<file path="src/rtl/divider_pkg.sv">
// ============================================================================
// Module : divider_pkg
// Brief  : Shared defaults and the single restoring-division step.
// Rev    : 1.0  initial release
// ============================================================================
`default_nettype none

package divider_pkg;

  localparam int unsigned DIV_MAX_W = 32;
  localparam int unsigned DEF_N     = 8;
  localparam int unsigned DEF_M     = 4;
  localparam int unsigned DEF_TAG_W = 4;

  // Returns {quotient bit, new remainder} packed at bit position i_m and below.
  function automatic logic [DIV_MAX_W:0] restore_step(
    input logic [DIV_MAX_W:0] i_shifted,
    input logic [DIV_MAX_W:0] i_dvs,
    input int unsigned        i_m
  );
    logic                 ge;
    logic [DIV_MAX_W:0]   diff;
    ge   = (i_shifted >= i_dvs);
    diff = ge ? (i_shifted - i_dvs) : i_shifted;
    for (int unsigned b = 0; b <= DIV_MAX_W; b++) begin
      if (b >= i_m) diff[b] = 1'b0;
    end
    diff[i_m[5:0]] = ge;
    return diff;
  endfunction

endpackage

`default_nettype wire

</file>
<file path="src/rtl/divider_pipe_if.sv">
// ============================================================================
// Module : divider_pipe_if
// Brief  : Request/response handshake bundle for the pipelined divider.
// Rev    : 1.0  initial release
// ============================================================================
`default_nettype none

interface divider_pipe_if #(
  parameter int unsigned N     = 8,
  parameter int unsigned M     = 4,
  parameter int unsigned TAG_W = 4
) ();
  logic             in_valid;
  logic             in_ready;
  logic [N-1:0]     dividend;
  logic [M-1:0]     divisor;
  logic             is_signed;
  logic [TAG_W-1:0] in_tag;
  logic             out_valid;
  logic             out_ready;
  logic [N-1:0]     quotient;
  logic [M-1:0]     remainder;
  logic             div_zero;
  logic [TAG_W-1:0] out_tag;

  modport master (
    output in_valid, dividend, divisor, is_signed, in_tag, out_ready,
    input  in_ready, out_valid, quotient, remainder, div_zero, out_tag
  );

  modport slave (
    input  in_valid, dividend, divisor, is_signed, in_tag, out_ready,
    output in_ready, out_valid, quotient, remainder, div_zero, out_tag
  );
endinterface

`default_nettype wire

</file>
<file path="src/rtl/divider_stage.sv">
// ============================================================================
// Module : divider_stage
// Brief  : One registered restoring step (one quotient bit) with hold enable.
// Rev    : 1.0  initial release
// ============================================================================
`default_nettype none

module divider_stage
  import divider_pkg::*;
#(
  parameter int unsigned N     = DEF_N,
  parameter int unsigned M     = DEF_M,
  parameter int unsigned TAG_W = DEF_TAG_W
) (
  input  wire logic             clk,
  input  wire logic             rst,
  input  wire logic             i_en,
  input  wire logic             i_valid,
  input  wire logic [M-1:0]     i_prem,
  input  wire logic [N-1:0]     i_quo,
  input  wire logic [N-1:0]     i_dvd,
  input  wire logic [M-1:0]     i_dvs,
  input  wire logic [M-1:0]     i_raw,
  input  wire logic [TAG_W-1:0] i_tag,
  input  wire logic             i_dbz,
  input  wire logic             i_sq,
  input  wire logic             i_sr,
  output logic                  o_valid,
  output logic [M-1:0]          o_prem,
  output logic [N-1:0]          o_quo,
  output logic [N-1:0]          o_dvd,
  output logic [M-1:0]          o_dvs,
  output logic [M-1:0]          o_raw,
  output logic [TAG_W-1:0]      o_tag,
  output logic                  o_dbz,
  output logic                  o_sq,
  output logic                  o_sr
);

  logic [M:0] w_shift;
  logic [M:0] w_step;

  assign w_shift = {i_prem, i_dvd[N-1]};
  assign w_step  = (M+1)'(restore_step((DIV_MAX_W+1)'(w_shift),
                                       (DIV_MAX_W+1)'(i_dvs), M));

  always_ff @(posedge clk) begin
    if (rst) begin
      o_valid <= 1'b0;
      o_prem  <= '0;
      o_quo   <= '0;
      o_dvd   <= '0;
      o_dvs   <= '0;
      o_raw   <= '0;
      o_tag   <= '0;
      o_dbz   <= 1'b0;
      o_sq    <= 1'b0;
      o_sr    <= 1'b0;
    end else if (i_en) begin
      o_valid <= i_valid;
      o_prem  <= w_step[M-1:0];
      o_quo   <= (i_quo << 1) | N'(w_step[M]);
      o_dvd   <= i_dvd << 1;
      o_dvs   <= i_dvs;
      o_raw   <= i_raw;
      o_tag   <= i_tag;
      o_dbz   <= i_dbz;
      o_sq    <= i_sq;
      o_sr    <= i_sr;
    end
  end

endmodule

`default_nettype wire

</file>
<file path="src/rtl/divider_pipe.sv">
// ============================================================================
// Module : divider_pipe
// Brief  : Fully pipelined restoring divider, one op per clock, whole-pipe stall.
//          Define DIVIDER_SIGNED_EN to honour is_signed (two's-complement ops).
// Rev    : 1.0  initial release
// ============================================================================
`default_nettype none

module divider_pipe
  import divider_pkg::*;
#(
  parameter int unsigned N     = DEF_N,
  parameter int unsigned M     = DEF_M,
  parameter int unsigned TAG_W = DEF_TAG_W
) (
  input wire logic clk,
  input wire logic rst,
  divider_pipe_if.slave bus
);

  logic             w_stall;
  logic             w_valid [0:N];
  logic [M-1:0]     w_prem  [0:N];
  logic [N-1:0]     w_quo   [0:N];
  logic [N-1:0]     w_dvd   [0:N];
  logic [M-1:0]     w_dvs   [0:N];
  logic [M-1:0]     w_raw   [0:N];
  logic [TAG_W-1:0] w_tag   [0:N];
  logic             w_dbz   [0:N];
  logic             w_sq    [0:N];
  logic             w_sr    [0:N];
  logic [N-1:0]     w_q_fix;
  logic [M-1:0]     w_r_fix;

  logic             r_out_valid;
  logic [N-1:0]     r_quotient;
  logic [M-1:0]     r_remainder;
  logic             r_div_zero;
  logic [TAG_W-1:0] r_out_tag;

  assign w_stall      = r_out_valid && !bus.out_ready;
  assign bus.in_ready = !w_stall;

  assign w_valid[0] = bus.in_valid;
  assign w_prem[0]  = '0;
  assign w_quo[0]   = '0;
  assign w_raw[0]   = bus.dividend[M-1:0];
  assign w_tag[0]   = bus.in_tag;
  assign w_dbz[0]   = (bus.divisor == '0);

`ifdef DIVIDER_SIGNED_EN
  // Divide magnitudes; remember which results need negating at the end.
  logic w_neg_dvd;
  logic w_neg_dvs;
  assign w_neg_dvd = bus.is_signed & bus.dividend[N-1];
  assign w_neg_dvs = bus.is_signed & bus.divisor[M-1];
  assign w_dvd[0]  = w_neg_dvd ? -bus.dividend : bus.dividend;
  assign w_dvs[0]  = w_neg_dvs ? -bus.divisor  : bus.divisor;
  assign w_sq[0]   = w_neg_dvd ^ w_neg_dvs;
  assign w_sr[0]   = w_neg_dvd;
`else
  logic w_unused_signed;
  assign w_unused_signed = bus.is_signed;
  assign w_dvd[0]  = bus.dividend;
  assign w_dvs[0]  = bus.divisor;
  assign w_sq[0]   = 1'b0;
  assign w_sr[0]   = 1'b0;
`endif

  for (genvar i = 0; i < N; i++) begin : g_stage
    divider_stage #(.N(N), .M(M), .TAG_W(TAG_W)) u_stage (
      .clk     (clk),
      .rst     (rst),
      .i_en    (!w_stall),
      .i_valid (w_valid[i]),
      .i_prem  (w_prem[i]),
      .i_quo   (w_quo[i]),
      .i_dvd   (w_dvd[i]),
      .i_dvs   (w_dvs[i]),
      .i_raw   (w_raw[i]),
      .i_tag   (w_tag[i]),
      .i_dbz   (w_dbz[i]),
      .i_sq    (w_sq[i]),
      .i_sr    (w_sr[i]),
      .o_valid (w_valid[i+1]),
      .o_prem  (w_prem[i+1]),
      .o_quo   (w_quo[i+1]),
      .o_dvd   (w_dvd[i+1]),
      .o_dvs   (w_dvs[i+1]),
      .o_raw   (w_raw[i+1]),
      .o_tag   (w_tag[i+1]),
      .o_dbz   (w_dbz[i+1]),
      .o_sq    (w_sq[i+1]),
      .o_sr    (w_sr[i+1])
    );
  end

  always_comb begin
    w_q_fix = w_quo[N];
    w_r_fix = w_prem[N];
`ifdef DIVIDER_SIGNED_EN
    if (w_sq[N]) w_q_fix = -w_quo[N];
    if (w_sr[N]) w_r_fix = -w_prem[N];
`endif
    // Divide-by-zero reports the raw dividend bits regardless of signedness.
    if (w_dbz[N]) begin
      w_q_fix = '1;
      w_r_fix = w_raw[N];
    end
  end

  always_ff @(posedge clk) begin
    if (rst) begin
      r_out_valid <= 1'b0;
      r_quotient  <= '0;
      r_remainder <= '0;
      r_div_zero  <= 1'b0;
      r_out_tag   <= '0;
    end else if (!w_stall) begin
      r_out_valid <= w_valid[N];
      r_quotient  <= w_valid[N] ? w_q_fix   : '0;
      r_remainder <= w_valid[N] ? w_r_fix   : '0;
      r_div_zero  <= w_valid[N] ? w_dbz[N]  : 1'b0;
      r_out_tag   <= w_valid[N] ? w_tag[N]  : '0;
    end
  end

  assign bus.out_valid = r_out_valid;
  assign bus.quotient  = r_quotient;
  assign bus.remainder = r_remainder;
  assign bus.div_zero  = r_div_zero;
  assign bus.out_tag   = r_out_tag;

endmodule

`default_nettype wire

</file>
<file path="src/flat_wrapper.sv">
// flat-port wrapper written by rule: the top's interface ports become plain ports
module divider_pipe_flat import divider_pkg::*;
#(
  parameter int unsigned N     = DEF_N,
  parameter int unsigned M     = DEF_M,
  parameter int unsigned TAG_W = DEF_TAG_W
)
  (clk, rst, bus_in_valid, bus_dividend, bus_divisor, bus_is_signed, bus_in_tag, bus_out_ready, bus_in_ready, bus_out_valid, bus_quotient, bus_remainder, bus_div_zero, bus_out_tag);
  divider_pipe_if #(.N(N), .M(M), .TAG_W(TAG_W)) bus_i ();
  input wire logic clk;
  input wire logic rst;
  input wire logic [$bits(bus_i.in_valid)-1:0] bus_in_valid;
  input wire logic [$bits(bus_i.dividend)-1:0] bus_dividend;
  input wire logic [$bits(bus_i.divisor)-1:0] bus_divisor;
  input wire logic [$bits(bus_i.is_signed)-1:0] bus_is_signed;
  input wire logic [$bits(bus_i.in_tag)-1:0] bus_in_tag;
  input wire logic [$bits(bus_i.out_ready)-1:0] bus_out_ready;
  output wire logic [$bits(bus_i.in_ready)-1:0] bus_in_ready;
  output wire logic [$bits(bus_i.out_valid)-1:0] bus_out_valid;
  output wire logic [$bits(bus_i.quotient)-1:0] bus_quotient;
  output wire logic [$bits(bus_i.remainder)-1:0] bus_remainder;
  output wire logic [$bits(bus_i.div_zero)-1:0] bus_div_zero;
  output wire logic [$bits(bus_i.out_tag)-1:0] bus_out_tag;
  assign bus_i.in_valid = bus_in_valid;
  assign bus_i.dividend = bus_dividend;
  assign bus_i.divisor = bus_divisor;
  assign bus_i.is_signed = bus_is_signed;
  assign bus_i.in_tag = bus_in_tag;
  assign bus_i.out_ready = bus_out_ready;
  assign bus_in_ready = bus_i.in_ready;
  assign bus_out_valid = bus_i.out_valid;
  assign bus_quotient = bus_i.quotient;
  assign bus_remainder = bus_i.remainder;
  assign bus_div_zero = bus_i.div_zero;
  assign bus_out_tag = bus_i.out_tag;
  divider_pipe #(.N(N), .M(M), .TAG_W(TAG_W)) u_core (.clk(clk), .rst(rst), .bus(bus_i));
endmodule
</file>
<file path="config.mk">
export PLATFORM = sky130hd
export DESIGN_NAME = divider_pipe_flat
export DESIGN_NICKNAME = d
export VERILOG_FILES = /design/src/rtl/divider_pkg.sv /design/src/rtl/divider_pipe_if.sv /design/src/rtl/divider_stage.sv /design/src/rtl/divider_pipe.sv /design/src/flat_wrapper.sv
export SDC_FILE = /design/constraint.sdc
export NUM_CORES = 1
export LEC_CHECK = 0
export BUFFER_PORTS_ARGS = -buffer_cell sky130_fd_sc_hd__buf_2
export CAP_MARGIN = 20
export CELL_PAD_IN_SITES_DETAIL_PLACEMENT = 0
export CELL_PAD_IN_SITES_GLOBAL_PLACEMENT = 1
export CORE_MARGIN = 10
export CORE_UTILIZATION = 35
export DETAILED_ROUTE_END_ITERATION = 10
export GPL_TIMING_DRIVEN = 1
export PLACE_DENSITY = 0.76
export REMOVE_ABC_BUFFERS = 1
export SETUP_SLACK_MARGIN = 0.2
export SYNTH_ARGS = -nofsm -noshare
export SYNTH_HDL_FRONTEND = slang
export SYNTH_SLANG_ARGS = --single-unit
</file>
<file path="constraint.sdc">
create_clock -name clk -period 1.91 [get_ports clk]
set_input_delay 0.382 -clock clk [delete_from_list [all_inputs] [get_ports clk]]
set_output_delay 0.382 -clock clk [all_outputs]
set_load 0.05 [all_outputs]
</file>
# Word-level counts from Yosys, hierarchy flattened
# Index checks and enable logic that the tools add are counted.
# Widths: inputs -> output; s select.
# word_totals
ff_bits	222
inputBits	21
output_inout_bits	19
elab_cells	108
# classes
n_addsub	8
magnitude_cmp	8
muxes	14
bitwise_logic	7
n_reduce_logical	4
# op_table
operator	count
$mux 4	11
$ge 5x4->1	7
$sub 4x4->4	7
$mux 8	2
$or 8x1->8	1
$or 7x1->7	1
$or 6x1->6	1
$or 5x1->5	1
$ge 1x4->1	1
$logic_not 4->1	1
$or 4x1->4	1
$sub 1x4->4	1
$or 3x1->3	1
$logic_not 1->1	2
$or 2x1->2	1
$logic_and 1x1->1	1
$mux 1	1

# Logic depth before layout (Yosys ltp)
# Gate-level depths: netlist (run 1).
# logic_depth
ltp_word	3
ltp_mapped	7
mapped_depth_nobuf	7

# By module
# A second synthesis (run 1) with hierarchy kept.
# unflattened
cells_unflattened	1270
hier_area_um2	12791.0
# modules_own_cells
module	n_inst	cells_per_inst	area_per_inst_um2	seq_area_each_um2
divider_stage at u_core.g_stage[0].u_stage ...	4	150	1519.0	700.7
divider_stage at u_core.g_stage[2].u_stage ...	4	150	1482.7	700.7
divider_pipe	1	70	784.5	360.3

# Worst setup path after synthesis (run 1)
# Ideal clock, no wire load.
# synth_timing
kind	register -> output
startpoint	register u_core.r_out_valid, in the netlist u_core.bus.out_valid
endpoint	output port bus_in_ready
arrival_ps	1512
required_time_ps	1528
setup_slack_ps	16
path_stages_with_launch	5
path_buffers	2
cell_sequence	dfxtp_1 -> nor2b_1 -> inv_2 -> buf_2 -> buf_1
# synth_between
elab_chain_cells	2
# synth_rtl
element	line_no	text
from (decl)	divider_pipe.sv:35	logic r_out_valid;
from (signal assigned)	divider_pipe.sv:120	r_out_valid <= w_valid[N];
$logic_and 1x1->1	divider_pipe.sv:41	assign w_stall = r_out_valid && !bus.out_ready;
$logic_not 1->1	divider_pipe.sv:42	assign bus.in_ready = !w_stall;
to (decl)	flat_wrapper.sv:18	output wire logic [$bits(bus_i.in_ready)-1:0] bus_in_ready;
# Every way passes these cells.

# Worst setup path after layout (run 1)
# layout_timing
startpoint	register u_core.g_stage[4].u_stage.o_dvs[2]
endpoint	register u_core.g_stage[5].u_stage.o_prem[3]
# layout_between
elab_chain_cells	2
elab_cells_between_ends	3
classes_between	add/sub (1); order compare (1); mux (1)
# layout_rtl
element	line_no	text
from (decl)	divider_stage.sv:32	output logic [M-1:0] o_dvs,
from (signal assigned)	divider_stage.sv:64	o_dvs <= i_dvs;
$sub 4x4->4 or $ge 5x4->1 (tied branches)	divider_pkg.sv:24, divider_pkg.sv:23	
$mux 4 (*)	divider_pkg.sv:24	diff = ge ? (i_shifted - i_dvs) : i_shifted;
to (signal assigned)	divider_stage.sv:61	o_prem <= w_step[M-1:0];
to (decl)	divider_stage.sv:29	output logic [M-1:0] o_prem,
# Every way passes the cells marked *; elsewhere a longest branch is shown, timed or not.
# A chain may end at the register's enable or synchronous reset.

==> metrics.yaml, run 1 <==
power:
  vdd_drop_max_mv: 0.4739
  p_total_mw: 9.323
  power.density_nw_per_um2: 881.8
  p_leak_nw: 3.859
drt:
  drt_iter0_markers: 447
  first_pass_iters: 4
  wl_per_cell_um: 13.39
  viasPerCell: 4.944
  num_vias: 7238
  ant_nets: 0
  drc_errors: 0
  wirelength_um: 19610
cts:
  clkTransAtPathRegs_ps: 70
  hold_buffers: 0
  clockBufferDepth: 2
  clock_sinks: 200
  htreeDepth: 4
  numCtsBuffers: 17
  root_buffer: "clkbuf_16"
  cts_tree: "built"
  clock_latency_ps: 430
sta:
  whs_ps: 186.0
  hold_viol_final: 0
  setup_violations: 0
  fmax_mhz: 563.7
  worst_slew_pin_slew_ps: 512.4
  relSlewSlack_pct: 65.84
  fin_crit_ps: 1774
  skew_ps: 10.54
  finalCritPeriodShare_pct: 92.88
  drv_slew: 0
  grt_setup_unrepaired: "true"
final_layout:
  drive_above_1_share_pct: 20.00
  n_fill_cell: 2533
  num-nets-final: 1187
  area_delta_synth_final_pct: 22.96
  diodes: 0
floorplan:
  die_area_sq_um: 31240
  num_rows: 57
  num_io_pins: 40
  coreArea_sq_um: 24250
  fp.dieH_um: 176.7
  start_util_pct: 35.46
  die_w_um: 176.7
synth:
  synth_simple_gate_area_share_pct: 23.14
  synthMuxAreaShare_pct: 0.6548
  yosysWarnings: 0
  syn_avg_cell_area_sq_um: 7.969
  synth_xor_area_share_pct: 0.7130
  synth_top_family_by_area: "simple AND/OR/NAND/NOR gates"
  async_reset_ff_share_pct: 0
  synthDistinctLibCells: 44
  synth-seq-cells: 200
  synth-edff-count: 0
  synth_fa_ha_area_share_pct: 5.995
  syn-cell-area_sq_um: 8598
  synth-compound-area-share_pct: 17.42
  ys_seq_area_share_pct: 46.57
  synth_ff_type: "dfxtp_1"
  netlist_instances: 1079
global_route:
  grt_max_degree: 84
  antenna_found_initial: 0
  grt.overflow.total: 0
  track_usage_pct: 12.55
  grt_pass1_vias: 7033
  grt_pass1_wl_um: 33250
critical_path:
  crit_fanout: 4
  start_kind: "flop"
  arrival_ps: 2110
  cp.required_ps: 2250
  reg2reg_slack_ps: 140
  cp-end-kind: "flop"
  rr_worst_depth: 6
  r2r-start: "u_core.g_stage[4].u_stage.o_dvs[2]$_SDFFE_PP0N_"
  path_class: "reg2reg"
  r2r-end: "u_core.g_stage[5].u_stage.o_prem[3]$_SDFFE_PP0N_"
hold_path:
  min_path_cells: 3
  holdPathEnd: "u_core.g_stage[0].u_stage.o_dvd[7]$_SDFFE_PP0N_"
  hold_class: "in2reg"
  hold_start: "bus_dividend[6]"
status:
  outcome: "finished clean"
placed_design:
  gp_congestion: 0.7839
  hpwl_um: 11460
  portBuffers: 38
run:
  maxCapViolations: 0
==> registers in the layout, indices dropped and copies added (netlist names) <==
signal                          cells
u_core.bus.remainder                4
u_core.g_stage.u_stage.o_dvd        9
u_core.g_stage.u_stage.o_raw       29
u_core.g_stage.u_stage.o_tag       32
u_core.g_stage.u_stage.o_quo       36
u_core.g_stage.u_stage.o_prem      32
u_core.bus.div_zero                 1
u_core.bus.out_tag                  4
u_core.g_stage.u_stage.o_dvs       28
u_core.bus.quotient                 8
u_core.g_stage.u_stage.o_valid      8
u_core.bus.out_valid                1
u_core.g_stage.u_stage.o_dbz        8
==> area by class of cell <==
cell class	count	area (sq um)	area share [%]
multi-input combinational	762	4469	42.27
clock buffer	21	470.5	4.450
inverter	43	168.9	1.598
clock inverter	9	140.1	1.325
tap	324	405.4	3.834
timing repair inverter	1	6.256	0.05917
sequential	200	4030	38.12
timing repair buffer	104	882.1	8.343
==> timing repair <==
item,4_1_cts,5_1_grt
pin swaps,40,22
cloned,3,2
gates resized for setup,58,46
setup endpoints to repair,23,83
setup buffers,22,5
==> worst max-delay path by stage <==
stage,startpoint,to,slack [ps],cells after the start
floorplan,u_core.bus.out_valid$_SDFFE_PP0N_,u_core.g_stage[3].u_stage.o_prem[0]$_SDFFE_PP0N_,-12040,3
global placement,u_core.g_stage[6].u_stage.o_dvs[2]$_SDFFE_PP0N_,u_core.g_stage[7].u_stage.o_prem[0]$_SDFFE_PP0N_,50,6
detailed placement,u_core.g_stage[4].u_stage.o_dvs[2]$_SDFFE_PP0N_,u_core.g_stage[5].u_stage.o_prem[0]$_SDFFE_PP0N_,30,6
CTS,u_core.g_stage[4].u_stage.o_raw[2]$_SDFFE_PP0N_,u_core.g_stage[5].u_stage.o_prem[3]$_SDFFE_PP0N_,150,6
global route,u_core.g_stage[6].u_stage.o_dvs[2]$_SDFFE_PP0N_,u_core.g_stage[7].u_stage.o_prem[3]$_SDFFE_PP0N_,70,6
finish,u_core.g_stage[4].u_stage.o_dvs[2]$_SDFFE_PP0N_,u_core.g_stage[5].u_stage.o_prem[3]$_SDFFE_PP0N_,140,6
==> cells in the final DEF (no fill, tap or decap), types with 11 or more instances in the layout <==
cell type,Yosys,final
dfxtp_2,0,21
ha_1,30,14
nand2_1,308,305
ha_4,0,14
buf_2,22,36
dfxtp_1,200,179
a21oi_1,172,166
nor2_1,33,33
inv_1,42,31
buf_4,0,54
nand3b_1,11,11
inv_2,1,11
o21ai_0,19,13
nand3_1,27,27
clkbuf_16,0,19
nor3_1,28,28
==> critical path, stage by stage, from the launching register on <==
cell      delay (ps)
dfxtp_2          340
inv_2             50
ha_4             240
a21o_2           190
o21ai_1          140
or4b_4           470
a311oi_2         260
==> metal layers <==
layer | track usage, % | vias up | share of wire [%]
met4 | 3.012 | 0 | 0.86
li1 | - | 3759 | -
met2 | 20.34 | 69 | 46
met3 | 3.222 | 13 | 2.7
met1 | 16.34 | 3397 | 50
met5 | 0 | - | 0
==> report_power, final <==
| group | internal [mW] | leakage, nW | switching, mW |
|---|---|---|---|
| logic | 0.518 | 1.93 | 0.577 |
| registers | 4.35 | 1.64 | 0.136 |
| clock network | 2.17 | 0.292 | 1.58 |
| total | 7.03 | 3.86 | 2.29 |
==> cells by family (layout without fill, tap and decap cells) <==
group                      count (synthesis)  count (layout)
adders and majority gates                 37              37
DFF                                      200             200
and+or+nand+nor                          457             457
xor gates and xnor gates                   7               7
muxes                                      5               5
AOI/OAI and AO/OA                        256             256
buffers and inverters                    117             178
==> cells in the mapped netlist, types with 5 or more instances <==
master	number	area, sq um
o21ai_0	19	95.09
o21ai_1	6	30.03
a211oi_1	5	37.54
nor4_1	11	68.82
a311oi_1	8	70.07
mux2_2	5	56.30
nand3_1	27	135.1
ha_1	30	375.4
buf_1	6	22.52
or3_1	8	50.05
clkbuf_1	45	168.9
nand2b_1	5	31.28
o211ai_1	10	75.07
o21a_1	5	37.54
nand3b_1	11	82.58
nor2_1	33	123.9
nor3_1	28	140.1
buf_2	22	110.1
dfxtp_1	200	4004
fa_1	7	140.1
a21oi_1	172	860.8
nor2b_1	6	37.54
a2111o_1	8	90.09
inv_1	42	157.7
nand2_1	308	1156
==> per-stage QoR <==
stage / cells / util (%) / cell area, sq um / setup TNS, ps / setup WS, ps
2_1_floorplan: 1005 / - / 8285 / -2290440 / -12040
3_3_place_gp: 1402 / 38.10 / 9238 / 0 / 54.98
3_5_place_dp: 1402 / 38.10 / 9238 / 0 / 25.34
4_1_cts: 1457 / 42.45 / 10290 / 0 / 148.3
5_1_grt: 1464 / 43.60 / 10570 / 0 / 72.53
6_report: 1464 / 43.60 / 10570 / 0 / 136.0
Power figures use the tool's default switching activity.
==> inputs of run 2 (changes only) <==
CORE_MARGIN = 3   (was 10)
CORE_UTILIZATION = 40   (was 35)
PLACE_DENSITY = 0.84   (was 0.76)
SKIP_CTS_REPAIR_TIMING = 1   (was default)
==> run 2 against run 1 <==
  * Combinational power about the same
  * Sequential cell count unchanged
  * Non-clock buffer count down 15
  * Core utilization up 5.4 points
  * Final cell count down 4.3%
  * Hold slack better by 11 ps
  * Sequential share of layout area up 0.91 points
  * Sequential power about the same
  * Setup slack worse by 7.1 ps
  * Via count down 1.3%
  * Routed wire length down 8.4%
  * Critical path type unchanged
  * Highest routed layer unchanged
==> metrics.yaml, run 2 (synthesis gave the netlist of run 1 again) <==
critical_path:
  r2r-start: "u_core.g_stage[4].u_stage.o_dvs[2]$_SDFFE_PP0N_"  # unchanged
  start_kind: "flop"  # unchanged
  rr_worst_depth: 6  # unchanged
  arrival_ps: 2100  # was 2110 ps
  path_class: "reg2reg"  # unchanged
  r2r-end: "u_core.g_stage[5].u_stage.o_prem[0]$_SDFFE_PP0N_"  # was u_core.g_stage[5].u_stage.o_prem[3]$_SDFFE_PP0N_
  cp.required_ps: 2230  # was 2250 ps
  cp-end-kind: "flop"  # unchanged
  reg2reg_slack_ps: 130  # was 140 ps
  crit_fanout: 4  # unchanged
  startpoint: "u_core.g_stage[4].u_stage.o_dvs[2]$_SDFFE_PP0N_"  # unchanged
drt:
  first_pass_iters: 4  # unchanged
  num_vias: 7145  # was 7238
  wl_per_cell_um: 12.83  # was 13.39 um
  drt_iter0_markers: 402  # was 447
  ant_nets: 0  # unchanged
  wirelength_um: 17970  # was 19610 um
  drc_errors: 0  # unchanged
  viasPerCell: 5.100  # was 4.944
sta:
  whs_ps: 196.7  # was 186.0 ps
  grt_setup_unrepaired: "true"  # unchanged
  skew_ps: 8.248  # was 10.54 ps
  fmax_mhz: 561.5  # was 563.7 MHz
  setup_violations: 0  # unchanged
  finalCritPeriodShare_pct: 93.25  # was 92.88%
  hold_viol_final: 0  # unchanged
  relSlewSlack_pct: 53.97  # was 65.84%
  drv_slew: 0  # unchanged
  worst_slew_pin_slew_ps: 689.4  # was 512.4 ps
  fin_crit_ps: 1781  # was 1774 ps
  finalSetupTns_ps: 0  # unchanged
final_layout:
  num-nets-final: 1171  # was 1187
  diodes: 0  # unchanged
  area_delta_synth_final_pct: 20.20  # was 22.96%
  largest-register: "u_core.g_stage.u_stage.o_quo"  # unchanged
  final_cell_mix: "nand2_1 (306), dfxtp_1 (176), a21oi_1 (169)"  # was nand2_1 (305), dfxtp_1 (179), a21oi_1 (166)
  top_regs: "u_core.g_stage.u_stage.o_quo (36), u_core.g_stage.u_stage.o_prem (32), u_core.g_stage.u_stage.o_tag (32)"  # unchanged
  largest_reg_flops: 36  # unchanged
  mostFrequentLayoutCell: "nand2_1"  # unchanged
  drive_above_1_share_pct: 19.18  # was 20.00%
floorplan:
  die_area_sq_um: 23290  # was 31240 sq um
  coreArea_sq_um: 21090  # was 24250 sq um
  start_util_pct: 40.77  # was 35.46%
  die_w_um: 152.6  # was 176.7 um
  num_io_pins: 40  # unchanged
  num_rows: 53  # was 57
  fp.dieH_um: 152.6  # was 176.7 um
cts:
  clock_latency_ps: 420  # was 430 ps
  htreeDepth: 4  # unchanged
  root_buffer: "clkbuf_16"  # unchanged
  clockBufferDepth: 2  # unchanged
  clock_sinks: 200  # unchanged
  clkTransAtPathRegs_ps: 70  # about the same
  cts_tree: "built"  # unchanged
  numCtsBuffers: 17  # unchanged
placed_design:
  gp_congestion: 0.7478  # was 0.7839
  portBuffers: 38  # unchanged
  hpwl_um: 10880  # was 11460 um
global_route:
  grt_max_degree: 105  # was 84
  antenna_found_initial: 0  # unchanged
  grt_pass1_vias: 6793  # was 7033
  track_usage_pct: 14.78  # was 12.55%
  grt.overflow.total: 0  # unchanged
  grt_pass1_wl_um: 30170  # was 33250 um
run:
  maxCapViolations: 0  # unchanged
power:
  power.density_nw_per_um2: 911.5  # was 881.8 nW/um^2
  vdd_drop_max_mv: 0.4896  # was 0.4739 mV
  p_leak_nw: 3.782  # was 3.859 nW
hold_path:
  hold_class: "in2reg"  # unchanged
  min_path_cells: 3  # unchanged
  hold_start: "bus_in_tag[2]"  # was bus_dividend[6]
  holdPathEnd: "u_core.g_stage[0].u_stage.o_tag[2]$_SDFFE_PP0N_"  # was u_core.g_stage[0].u_stage.o_dvd[7]$_SDFFE_PP0N_
status:
  outcome: "finished clean"  # unchanged
run 2: cell type report:
type / instances / area [sq um]
repair buffers: 89 / 664.4
fillers: 2078 / 10750
clock buffers: 21 / 460.4
multi-input cells: 762 / 4486
flip-flops and latches: 200 / 4034
clock inverters: 11 / 180.2
well taps: 275 / 344.1
inverters: 43 / 166.4
run 2: layer usage:
metal  routed length, um  part of all wire [%]  vias to the layer above  GRT usage, %
li1                    -                     -                     3744             -
met2                8710                    48                       77         25.90
met1                8635                    48                     3311         18.89
met3                 492                   2.7                       13         3.408
met5                   0                     0                        -             0
met4                 131                  0.73                        0         2.546
run 2: metrics by stage:
stage	setup WS [ps]	total power, mW	instances	instance area (sq um)	util [%]
after floorplan	-12040	5.135	1005	8285	-
after global placement	38.20	5.437	1361	9236	43.80
after detailed placement	31.87	5.458	1361	9236	43.80
after CTS	12.82	9.332	1393	9877	46.84
after global routing	65.99	9.850	1401	10330	49.01
final	128.9	9.420	1401	10330	49.01
run 2: worst max-delay path by stage:
stage	end	slack, ps	depth (start not counted)
after global routing	u_core.g_stage[6].u_stage.o_prem[3]$_SDFFE_PP0N_	70	6
after detailed placement	u_core.g_stage[7].u_stage.o_prem[1]$_SDFFE_PP0N_	30	6
after floorplan	u_core.g_stage[3].u_stage.o_prem[0]$_SDFFE_PP0N_	-12040	3
after CTS	u_core.g_stage[7].u_stage.o_prem[1]$_SDFFE_PP0N_	10	6
after global placement	u_core.g_stage[4].u_stage.o_prem[0]$_SDFFE_PP0N_	40	6
final	u_core.g_stage[5].u_stage.o_prem[0]$_SDFFE_PP0N_	130	6
run 2: worst max-delay path: stages (launching register included):
cell and delay, ps:
dfxtp_2 330, inv_2 40, ha_4 240, or2_1 250, a211o_1 330, a2111o_1 410, o311ai_2 80
run 2: where the power goes:
| group | switching, mW | leakage [nW] | internal [mW] |
|---|---|---|---|
| logic | 0.568 | 1.83 | 0.512 |
| registers | 0.136 | 1.64 | 4.35 |
| clock network | 1.56 | 0.315 | 2.29 |
| total | 2.27 | 3.78 | 7.15 |
==> inputs of run 3 (changes only) <==
PLACE_DENSITY = 0.81   (was 0.84)
clock period = 2.03 ns   (was 1.91 ns; I/O delays follow)
==> run 3 against run 2 <==
  * Clock skew about the same
  * First-iteration DRC count up 3.2%
  * Global-route usage up 0.32 points
  * Non-clock buffer count down 4
  * Hold slack better by 13 ps
  * Sequential power down 6.0%
  * Core utilization down 1.0 points
  * Routed wire length up 1.3%
  * Critical path depth unchanged
  * Via count down 0.55%
  * Count of clock-buffer cells in the layout down 2
  * Fmax down 0.45%
  * Critical endpoint is now u_core.g_stage[6].u_stage.o_prem[1]$_SDFFE_PP0N_
==> metrics.yaml, run 3 (synthesis gave the netlist of run 1 again) <==
status:
  outcome: "finished clean"  # unchanged
cts:
  clock_sinks: 200  # unchanged
  cts_tree: "built"  # unchanged
  clockBufferDepth: 2  # unchanged
  root_buffer: "clkbuf_16"  # unchanged
  htreeDepth: 4  # unchanged
  numCtsBuffers: 17  # unchanged
  clkTransAtPathRegs_ps: 70  # about the same
  clock_latency_ps: 430  # was 420 ps
floorplan:
  num_io_pins: 40  # unchanged
  die_w_um: 152.6  # unchanged
  die_area_sq_um: 23290  # unchanged
  coreArea_sq_um: 21090  # unchanged
  fp.dieH_um: 152.6  # unchanged
  num_rows: 53  # unchanged
  start_util_pct: 40.77  # unchanged
global_route:
  track_usage_pct: 15.10  # was 14.78%
  grt_max_degree: 94  # was 105
  grt_pass1_wl_um: 30280  # was 30170 um
  antenna_found_initial: 0  # unchanged
  grt.overflow.total: 0  # unchanged
  grt_pass1_vias: 6591  # was 6793
final_layout:
  final_cell_mix: "nand2_1 (307), dfxtp_1 (184), a21oi_1 (170)"  # was nand2_1 (306), dfxtp_1 (176), a21oi_1 (169)
  diodes: 0  # unchanged
  num-nets-final: 1168  # was 1171
  drive_above_1_share_pct: 16.40  # was 19.18%
  area_delta_synth_final_pct: 17.75  # was 20.20%
  instances_no_fill: 1397  # was 1401
  mostFrequentLayoutCell: "nand2_1"  # unchanged
  top_regs: "u_core.g_stage.u_stage.o_quo (36), u_core.g_stage.u_stage.o_prem (32), u_core.g_stage.u_stage.o_tag (32)"  # unchanged
  largest_reg_flops: 36  # unchanged
  largest-register: "u_core.g_stage.u_stage.o_quo"  # unchanged
critical_path:
  cp-end-kind: "flop"  # unchanged
  cp.required_ps: 2400  # was 2230 ps
  reg2reg_slack_ps: 240  # was 130 ps
  arrival_ps: 2160  # was 2100 ps
  start_kind: "flop"  # unchanged
  crit_fanout: 6  # was 4
  rr_worst_depth: 6  # unchanged
  r2r-end: "u_core.g_stage[6].u_stage.o_prem[1]$_SDFFE_PP0N_"  # was u_core.g_stage[5].u_stage.o_prem[0]$_SDFFE_PP0N_
  r2r-start: "u_core.g_stage[5].u_stage.o_dvs[2]$_SDFFE_PP0N_"  # was u_core.g_stage[4].u_stage.o_dvs[2]$_SDFFE_PP0N_
  path_class: "reg2reg"  # unchanged
sta:
  setup_violations: 0  # unchanged
  worst_slew_pin_slew_ps: 764.7  # was 689.4 ps
  skew_ps: 8.110  # was 8.248 ps
  grt_setup_unrepaired: "true"  # unchanged
  hold_viol_final: 0  # unchanged
  finalCritPeriodShare_pct: 88.13  # was 93.25%
  relSlewSlack_pct: 48.95  # was 53.97%
  drv_slew: 0  # unchanged
  whs_ps: 209.5  # was 196.7 ps
  fmax_mhz: 558.9  # was 561.5 MHz
  fin_crit_ps: 1789  # was 1781 ps
power:
  p_switching_mw: 2.141  # was 2.265 mW
  internal_power_mw: 6.179  # was 7.155 mW
  clkPwrFrac_pct: 37.8  # was 40.9%
  seqPwrFrac_pct: 50.7  # was 47.6%
  power.density_nw_per_um2: 821.8  # was 911.5 nW/um^2
  p_leak_nw: 3.705  # was 3.782 nW
  combPwrFrac_pct: 11.5  # about the same
  switching_share_pct: 25.73  # was 24.05%
  vdd_drop_max_mv: 0.5230  # was 0.4896 mV
drt:
  first_pass_iters: 5  # was 4
  wirelength_um: 18210  # was 17970 um
  wl_per_cell_um: 13.03  # was 12.83 um
  viasPerCell: 5.087  # was 5.100
  num_vias: 7106  # was 7145
  ant_nets: 0  # unchanged
  drc_errors: 0  # unchanged
  drt_iter0_markers: 415  # was 402
run:
  maxCapViolations: 0  # unchanged
placed_design:
  gp_congestion: 0.7969  # was 0.7478
  hpwl_um: 11030  # was 10880 um
  portBuffers: 38  # unchanged
  dp_cells: 1349  # was 1361
hold_path:
  hold_class: "in2reg"  # unchanged
  hold_start: "bus_in_valid"  # was bus_in_tag[2]
  min_path_cells: 3  # unchanged
  holdPathEnd: "u_core.g_stage[0].u_stage.o_valid$_SDFFE_PP0N_"  # was u_core.g_stage[0].u_stage.o_tag[2]$_SDFFE_PP0N_
==> run 3: changes by cell type in the layout (fill, tap and decap cells not counted), moves of 4 or more <==
cell,change
buf_4,-4
bufinv_16,-4
dfxtp_1,+8
dfxtp_2,-9
ha_1,+4
==> run 3: area by class of cell <==
type / instances / area (sq um)
well taps: 275 / 344.1
clock inverters: 12 / 93.84
clock buffers: 19 / 452.9
repair inverters: 1 / 8.758
repair buffers: 85 / 643.1
fillers: 2141 / 10960
flip-flops and latches: 200 / 4026
inverters: 43 / 173.9
multi-input cells: 762 / 4382
==> run 3: routing by layer <==
metal / global-route usage, % / share of wire (%) / vias to the layer above
met5: 0 / 0 / -
met4: 3.055 / 0.76 / 0
met3: 4.090 / 3.1 / 13
met2: 24.99 / 48 / 77
met1: 19.97 / 48 / 3301
li1: - / - / 3715
==> run 3: how the worst max path moves through the flow <==
| stage | from | end | slack [ps] | depth (start not counted) |
|---|---|---|---|---|
| floorplan | u_core.bus.out_valid$_SDFFE_PP0N_ | u_core.g_stage[3].u_stage.o_prem[0]$_SDFFE_PP0N_ | -11920 | 3 |
| global placement | u_core.g_stage[4].u_stage.o_dvs[2]$_SDFFE_PP0N_ | u_core.g_stage[5].u_stage.o_prem[0]$_SDFFE_PP0N_ | 120 | 6 |
| detailed placement | u_core.g_stage[4].u_stage.o_dvs[2]$_SDFFE_PP0N_ | u_core.g_stage[5].u_stage.o_prem[0]$_SDFFE_PP0N_ | 100 | 6 |
| CTS | u_core.bus.out_valid$_SDFFE_PP0N_ | bus_in_ready | -0.5 | 3 |
| global route | u_core.g_stage[5].u_stage.o_dvs[2]$_SDFFE_PP0N_ | u_core.g_stage[6].u_stage.o_prem[1]$_SDFFE_PP0N_ | 180 | 6 |
| finish | u_core.g_stage[5].u_stage.o_dvs[2]$_SDFFE_PP0N_ | u_core.g_stage[6].u_stage.o_prem[1]$_SDFFE_PP0N_ | 240 | 6 |
==> run 3: stage by stage <==
stage	area, sq um	setup TNS, ps	power (mW)	worst slack (ps)	utilization (%)
after global routing	10120	0	8.740	184.7	48.01
after detailed placement	9146	0	5.112	97.81	43.37
after floorplan	8285	-2266340	4.831	-11920	-
after CTS	9693	-0.4999	8.271	-0.4999	45.97
final	10120	0	8.320	240.9	48.01
after global placement	9146	0	5.090	121.1	43.37
==> run 3: power groups by stage <==
stage,sequential [mW],clock [mW],combinational [mW]
after floorplan,4.26,0,0.572
after global placement,4.29,0,0.803
after detailed placement,4.29,0,0.820
after CTS,4.20,3.24,0.827
after global routing,4.24,3.42,1.08
final,4.22,3.15,0.957
==> run 3: critical path, stage by stage, from the launching register on <==
cell	delay, ps
dfxtp_2	340
inv_2	50
ha_4	240
or2_4	240
a211o_4	360
a2111o_1	420
nand3_1	80
